`config.mk`:
```
export PLATFORM = sky130hd
export DESIGN_NAME = tis_node_ctrl
export DESIGN_NICKNAME = d
export VERILOG_FILES = /design/src/rtl/tis_node_ctrl.sv
export SDC_FILE = /design/constraint.sdc
export NUM_CORES = 1
export LEC_CHECK = 0
export CAP_MARGIN = 10
export CORE_ASPECT_RATIO = 1.2
export CORE_MARGIN = 2
export CORE_UTILIZATION = 42
export DETAILED_ROUTE_END_ITERATION = 7
export PLACE_DENSITY = 0.93
export SLEW_MARGIN = 10
export SYNTH_ARGS = -nofsm -noshare
export SYNTH_HDL_FRONTEND = slang
export SYNTH_SLANG_ARGS = --single-unit
```
`constraint.sdc`:
```
create_clock -name clk -period 3.7 [get_ports clk]
set_input_delay 0.74 -clock clk [delete_from_list [all_inputs] [get_ports clk]]
set_output_delay 0.74 -clock clk [all_outputs]
set_load 0.005 [all_outputs]
```
`src/rtl/tis_node_ctrl.sv`:
```
// Sequencing controller for one TIS-100 execution node: decodes instruction
// fields into data-path strobes and runs the blocking port read/write handshakes.
module tis_node_ctrl #(
  parameter int unsigned STALL_W = 8,
  parameter int unsigned NPORT   = 4
) (
  input  logic               clk,
  input  logic               reset,
  input  logic               run,
  input  logic [4:0]         instrType,
  input  logic [2:0]         sType,
  input  logic [1:0]         dType,
  input  logic [1:0]         dPort,
  input  logic [7:0]         ACCond,
  input  logic [NPORT-1:0]   rd_ack,
  input  logic [NPORT-1:0]   wr_ack,
  output logic [NPORT-1:0]   rd_req,
  output logic [NPORT-1:0]   wr_req,
  output logic               acc_we,
  output logic               enBak,
  output logic               SwpActiveReg,
  output logic [1:0]         ALUdesk,
  output logic               jmpInstr,
  output logic               hold_en,
  output logic               hlt,
  output logic [STALL_W-1:0] stall_cnt
);

  localparam logic [4:0] OP_MOV = 5'd1;
  localparam logic [4:0] OP_SWP = 5'd2;
  localparam logic [4:0] OP_SAV = 5'd3;
  localparam logic [4:0] OP_ADD = 5'd4;
  localparam logic [4:0] OP_SUB = 5'd5;
  localparam logic [4:0] OP_NEG = 5'd6;
  localparam logic [4:0] OP_JMP = 5'd7;
  localparam logic [4:0] OP_JEZ = 5'd8;
  localparam logic [4:0] OP_JNZ = 5'd9;
  localparam logic [4:0] OP_JGZ = 5'd10;
  localparam logic [4:0] OP_JLZ = 5'd11;

  localparam logic [1:0] D_ACC  = 2'd0;
  localparam logic [1:0] D_PORT = 2'd2;
  localparam logic [STALL_W-1:0] STALL_MAX = '1;

  typedef enum logic [1:0] {EXEC, WAIT_RD, WAIT_WR} state_t;

  state_t               state_q, state_d;
  logic [STALL_W-1:0]   stall_q, stall_d;

  logic       is_port_src, uses_src, mov_to_port, acc_zero;
  logic [1:0] src_port;
  logic       ex_acc_we, ex_bak, ex_swp, ex_jmp;
  logic [1:0] ex_alu;

  assign is_port_src = (sType >= 3'd3) && (sType <= 3'd6);
  assign src_port    = 2'(sType - 3'd3);
  assign uses_src    = (instrType == OP_MOV) || (instrType == OP_ADD) || (instrType == OP_SUB);
  assign mov_to_port = (instrType == OP_MOV) && (dType == D_PORT);
  assign acc_zero    = (ACCond == 8'd0);

  // Single-cycle strobe decode, shared by EXEC and read-completion
  always_comb begin
    ex_acc_we = 1'b0;
    ex_bak    = 1'b0;
    ex_swp    = 1'b0;
    ex_jmp    = 1'b0;
    ex_alu    = 2'b00;
    case (instrType)
      OP_MOV: ex_acc_we = (dType == D_ACC);
      OP_SWP: ex_swp    = 1'b1;
      OP_SAV: ex_bak    = 1'b1;
      OP_ADD: begin ex_acc_we = 1'b1; ex_alu = 2'b01; end
      OP_SUB: begin ex_acc_we = 1'b1; ex_alu = 2'b10; end
      OP_NEG: begin ex_acc_we = 1'b1; ex_alu = 2'b11; end
      OP_JMP: ex_jmp = 1'b1;
      OP_JEZ: ex_jmp = acc_zero;
      OP_JNZ: ex_jmp = !acc_zero;
      OP_JGZ: ex_jmp = !ACCond[7] && !acc_zero;
      OP_JLZ: ex_jmp = ACCond[7];
      default: ;
    endcase
  end

  always_comb begin
    state_d      = state_q;
    rd_req       = '0;
    wr_req       = '0;
    acc_we       = 1'b0;
    enBak        = 1'b0;
    SwpActiveReg = 1'b0;
    ALUdesk      = 2'b00;
    jmpInstr     = 1'b0;
    hold_en      = 1'b0;
    hlt          = 1'b0;
    case (state_q)
      EXEC: begin
        if (uses_src && is_port_src) begin
          hlt     = 1'b1;
          state_d = WAIT_RD;
        end else if (mov_to_port) begin
          hlt     = 1'b1;
          state_d = WAIT_WR;
        end else begin
          acc_we       = ex_acc_we;
          enBak        = ex_bak;
          SwpActiveReg = ex_swp;
          ALUdesk      = ex_alu;
          jmpInstr     = ex_jmp;
        end
      end
      WAIT_RD: begin
        rd_req[src_port] = 1'b1;
        hlt              = 1'b1;
        if (rd_ack[src_port]) begin
          if (mov_to_port) begin
            hold_en = 1'b1;
            state_d = WAIT_WR;
          end else begin
            acc_we   = ex_acc_we;
            ALUdesk  = ex_alu;
            hlt      = 1'b0;
            state_d  = EXEC;
          end
        end
      end
      WAIT_WR: begin
        wr_req[dPort] = 1'b1;
        hlt           = 1'b1;
        if (wr_ack[dPort]) begin
          hlt     = 1'b0;
          state_d = EXEC;
        end
      end
      default: state_d = EXEC;
    endcase
    // Reset or run=0 forces an idle, halted node and abandons any handshake
    if (reset || !run) begin
      state_d      = EXEC;
      rd_req       = '0;
      wr_req       = '0;
      acc_we       = 1'b0;
      enBak        = 1'b0;
      SwpActiveReg = 1'b0;
      ALUdesk      = 2'b00;
      jmpInstr     = 1'b0;
      hold_en      = 1'b0;
      hlt          = 1'b1;
    end
  end

  // Counts cycles spent waiting, including the current one
  always_comb begin
    stall_d = '0;
    if (state_d != EXEC) begin
      stall_d = (stall_q == STALL_MAX) ? stall_q : stall_q + STALL_W'(1);
    end
  end

  always_ff @(posedge clk or posedge reset) begin
    if (reset) begin
      state_q <= EXEC;
      stall_q <= '0;
    end else begin
      state_q <= state_d;
      stall_q <= stall_d;
    end
  end

  assign stall_cnt = stall_q;

endmodule

```
Word level (Yosys, flattened, before mapping)

Cells that the tools add are included.

Bits in registers: 10
Input bits: 31

Add/sub/neg operators: 2
$lt $le $gt $ge: 6
Equality and inequality tests: 16
Muxes and demuxes: 57
Reductions and logical operators: 17

Operators with widths:

| kind                                                               | number |
|---|---|
| 2-to-1 mux 1 bit                                                   | 30 |
| == test 5 x 3 -> 1 bit (second input constant)                     | 4 |
| == test 5 x 4 -> 1 bit (second input constant)                     | 4 |
| 2-to-1 mux 2 bit                                                   | 10 |
| 2-to-1 mux 4 bit                                                   | 4 |
| 2-to-1 mux 8 bit                                                   | 2 |
| case mux 2 bit (3 select lines)                                    | 2 |
| == test 5 x 2 -> 1 bit (second input constant)                     | 2 |
| adder 8 x 1 -> 8 bit (second input constant)                       | 1 |
| == test 8 bit (second input constant)                              | 1 |
| zero test 8 bit                                                    | 1 |
| logical AND 1 bit                                                  | 6 |
| < comparator 2 x 3 -> 1 bit (second input constant)                | 2 |
| == test 5 x 1 -> 1 bit (second input constant)                     | 1 |
| case mux 1 bit (5 select lines)                                    | 1 |
| binary-select mux 1 bit (select 2 bit)                             | 2 |
| demux 1 bit (select 2 bit)                                         | 2 |
| == test 2 bit (second input constant)                              | 2 |
| greater-or-equal comparator 2 x 1 -> 1 bit (second input constant) | 2 |
| zero test 2 bit                                                    | 2 |
| case mux 1 bit (2 select lines)                                    | 2 |
| case mux 2 bit (2 select lines)                                    | 1 |
| greater-or-equal comparator 3 x 2 -> 1 bit (second input constant) | 1 |
| <= comparator 3 bit (second input constant)                        | 1 |
| 8 further kinds                                                    | 12 |

Logic depth before layout (Yosys ltp)

Depth in word-level cells: 9
Mapped depth: 7
Mapped depth without buffers: 7

Least setup slack after synthesis

No wires, ideal clock.

Path kind: input -> output
Start: in sType[0]
End: out ALUdesk[1]
Arrival time: 2032 ps
Data required time: 2960 ps
Slack: 928 ps
Cell stages on the path: 7
Path buffers: 0
Cell sequence: inv_1 -> ha_1 -> and3b_1 -> nor4_1 -> a21o_2 -> or3_1 -> nor2_1

Cells in the longest elaborated chain, start to end: 6

Ends and longest elaborated chain:

| what                                                                        | line    | text |
|---|---|---|
| from (decl)                                                                 | 11      | `input logic [2:0] sType,` |
| subtractor 2 bit, or another cell as far along                              | 56      | `assign src_port = 2'(sType - 3'd3);` |
| binary-select mux 1 bit (select 2 bit) or logical AND 1 bit (tied branches) | 114, 55 |  |
| 2-to-1 mux 1 bit (not written as such) or logical AND 1 bit (tied branches) | 114, 97 |  |
| 2-to-1 mux 2 bit, on equally long branches                                  | 114, 97 |  |
| case mux 2 bit (2 select lines) (*)                                         | 95      | `case (state_q)` |
| 2-to-1 mux 2 bit (*)                                                        | 137     | `if (reset \|\| !run) begin` |
| to (decl)                                                                   | 22      | `output logic [1:0] ALUdesk,` |

Mark *: on every way between the ends. The rest lies on a longest branch, timed or not. The select of a mux whose other input is x is not followed.

Final worst setup path

Start: in instrType[2]
End: out enBak

Cells in the longest elaborated chain, start to end: 7

Ends and longest elaborated chain:

| what                                                             | line   | text |
|---|---|---|
| from (decl)                                                      | 10     | `input logic [4:0] instrType,` |
| == test 5 x 1 -> 1 bit or == test 5 x 3 -> 1 bit (tied branches) | 57, 58 |  |
| logical OR 1 bit (2 in series)                                   | 57     | `assign uses_src = (instrType == OP_MOV) \|\| (instrType == OP_ADD) \|\| (instrType == OP_SUB);` |
| logical AND 1 bit                                                | 97     | `if (uses_src && is_port_src) begin` |
| 2-to-1 mux 1 bit (*)                                             | 97     |  |
| 2-to-1 mux 1 bit (*)                                             | 95     |  |
| 2-to-1 mux 1 bit (*)                                             | 137    |  |
| to (decl)                                                        | 20     | `output logic enBak,` |

Mark *: on every way between the ends. The rest lies on a longest branch, timed or not.

==> impl_metrics.json <==
{
  "hold_viol": 0,
  "start_util_pct": 44.7,
  "crit_slowest_cell": "clkdlybuf4s50_1",
  "relSlewSlack_pct": 62.2,
  "nFillCells": 155,
  "dp.final_hpwl_mm": 2.65,
  "path_cells": "clkdlybuf4s50_1 -> nor3b_1 -> and2_1 -> or3_1 -> nor3_1 -> clkdlybuf4s50_1",
  "hold_depth": 2,
  "die-width_um": 49.2,
  "syn_area_sq_mm": 0.00103,
  "dr.pass1.iters": 5,
  "vias": 1199,
  "cts_tree": "yes",
  "r2r_start": "stall_cnt[0]",
  "drc": 0,
  "grt_max_degree": 11,
  "synth_seq_cells": 10,
  "status": "complete, no violations",
  "dp.cells": 215,
  "fin_cells": 218,
  "arrival_ns": 2.95,
  "diodes": 0,
  "synth_warnings": 0,
  "holdCritStartpoint": "stall_cnt[6]",
  "crit_path_start_kind": "primary input",
  "antenna_found_initial": 0,
  "p_leak_uw": 0.000691,
  "avgSynthCellArea_sq_um": 8.74,
  "port_buffers": 54,
  "crit_path_max_incr_delay_ns": 0.61,
  "die_area_sq_mm": 0.00287,
  "async_reset_ff_share_pct": 100,
  "final_layout_size_suffix_gt1_share_pct": 20.9,
  "comb_power_share_pct": 33.2,
  "fmax_mhz": 271,
  "layout_commonest_cell": "clkdlybuf4s50_1",
  "die_y_um": 58.3,
  "hold_end": "stall_cnt[6]",
  "p_sw_uw": 71.0,
  "grt-ovfl-total": 0,
  "nets": 226,
  "postRouteAntennaNets": 0,
  "synth.yosys.seq_area_share_pct": 24.3,
  "crit_path_end_kind": "output port",
  "slew_viol_final": 0,
  "area_growth_pct": 69.4,
  "drt_wl_total_mm": 3.18,
  "path_max_fanout": 7,
  "drtIter0Drc": 40,
  "ys.flop_type": "dfrtp_1",
  "fin_tns_setup_ns": 0,
  "synthCells": 118,
  "worstPathRequired_ns": 2.96,
  "clock_latency_ns": 0.26,
  "critical_path_class": "in -> out",
  "r2r-end": "stall_cnt[5]",
  "hold_class": "reg -> reg",
  "ios": 55,
  "post-route-min-period_ns": 3.69,
  "synthesis.nets": 155,
  "num_rows": 19,
  "layout_common_cells": "clkdlybuf4s50_1, buf_4, nor2_1",
  "root_buffer": "clkbuf_4",
  "synth.distinct_cells": 42,
  "power-per-cell-area_mw_per_mm2": 155,
  "critPathMostFrequentCell": "clkdlybuf4s50_1",
  "place_ws_ns": -0.257,
  "grt_pass1_wl_mm": 5.12,
  "clk_path_buf_depth": 2,
  "synth_edf_count": 0,
  "setup_viol_count_final": 0,
  "skew_ns": 0.00308,
  "r2r_cells": 6,
  "p_clk_share_pct": 26.2,
  "r2r_slack_ns": 2.01,
  "cts_made_buffers": 3,
  "clkTransAtPathRegs_ns": 0.06,
  "ctsHtreeMaxLevel": 1,
  "vdd_ir_drop_max_mv": 0.159,
  "layout_setup_ws_ns": 0.00946,
  "cts_num_sinks": 10,
  "swShare_pct": 26.2,
  "drv_cap": 0,
  "cts_hold_buf": 0,
  "p_int_uw": 200,
  "track_usage_pct": 23.2,
  "gp_congestion": 0.910,
  "wl_per_cell_um": 14.6,
  "viasPerCell": 5.50,
  "power.share.sequential_pct": 40.6,
  "core-area_sq_mm": 0.00231,
  "grt_pass1_vias": 1181,
  "tightest_slew_ns": 0.563,
  "fin_crit_sh_pct": 99.7
}
==> repair_timing <==
action | CTS | global route
gates cloned | 0 | 0
endpoints found under the setup margin | 7 | 5
resized for setup | 5 | 7
setup buffers | 0 | 0
==> cells by family after synthesis <==
logic type | synth area share (%)
simple gates | 38.8
compound gates | 14.4
buf+inv | 4.13
flops | 24.3
fa+ha+maj | 7.28
mux | 7.65
xor+xnor | 3.40
==> worst max-delay path: cells and delay by family <==
family	cells	cell delay, ns
buf+inv	2	1.18
simple gates	4	1.04
==> sequential cells by signal (all words and copies together), names as in the netlist <==
register,flops
stall_cnt,8
state_q,2
==> worst max-delay path by stage <==
stage	from	to	slack, ns	depth (start not counted)
finish	instrType[2]	enBak	0.009	6
global route	instrType[3]	hlt	-0.04	8
CTS	sType[0]	ALUdesk[1]	0.01	9
detailed placement	sType[0]	SwpActiveReg	-0.26	8
global placement	sType[0]	ALUdesk[1]	-0.13	9
floorplan	sType[0]	ALUdesk[1]	0.93	7
==> per-layer routing <==
metal	track usage [%]	part of all wire, %	up-vias
met3	4.64	4.9	14
met5	0	0	-
met2	46.1	55	59
li1	-	-	563
met1	23.5	36	563
met4	8.16	3.4	0
==> cells in the mapped netlist (3+ instances only) <==
master,number,area share (%)
nor3_1,4,1.9
nor2_1,12,4.4
nand3_1,3,1.5
nor2_2,6,3.6
and2_1,7,4.2
xnor2_1,3,2.5
nor3b_1,3,2.2
o21ai_0,5,2.4
mux2i_1,3,2.9
dfrtp_1,10,24
ha_1,6,7.3
nand2_1,10,3.6
inv_1,10,3.6
==> power groups by stage <==
stage / Clock, uW / Combinational, uW / Sequential, uW
2_1_floorplan: 0 / 30.5 / 112
3_3_place_gp: 0 / 82.9 / 112
3_5_place_dp: 0 / 86.9 / 112
4_1_cts: 73.1 / 87.4 / 110
5_1_grt: 80.2 / 97.0 / 110
6_report: 71.0 / 90.2 / 110
==> layout make-up <==
cell class,instances,area [sq um],share of cell area [%]
multi-input cells,97,771,44.1
repair buffers,67,627,35.9
flip-flops and latches,10,250,14.3
well taps,31,38.8,2.22
inverters,10,37.5,2.15
clock buffers,3,22.5,1.29
==> metrics by stage <==
step	instance area (sq um)	util, %	hold slack (ns)	total power (uW)
6_report	1750	75.7	0.589	271
5_1_grt	1750	75.7	0.633	287
4_1_cts	1740	75.3	0.596	271
3_5_place_dp	1700	73.8	0.580	199
3_3_place_gp	1700	73.8	0.563	195
2_1_floorplan	1030	-	0.561	142
(Power assumes the default switching activity.)
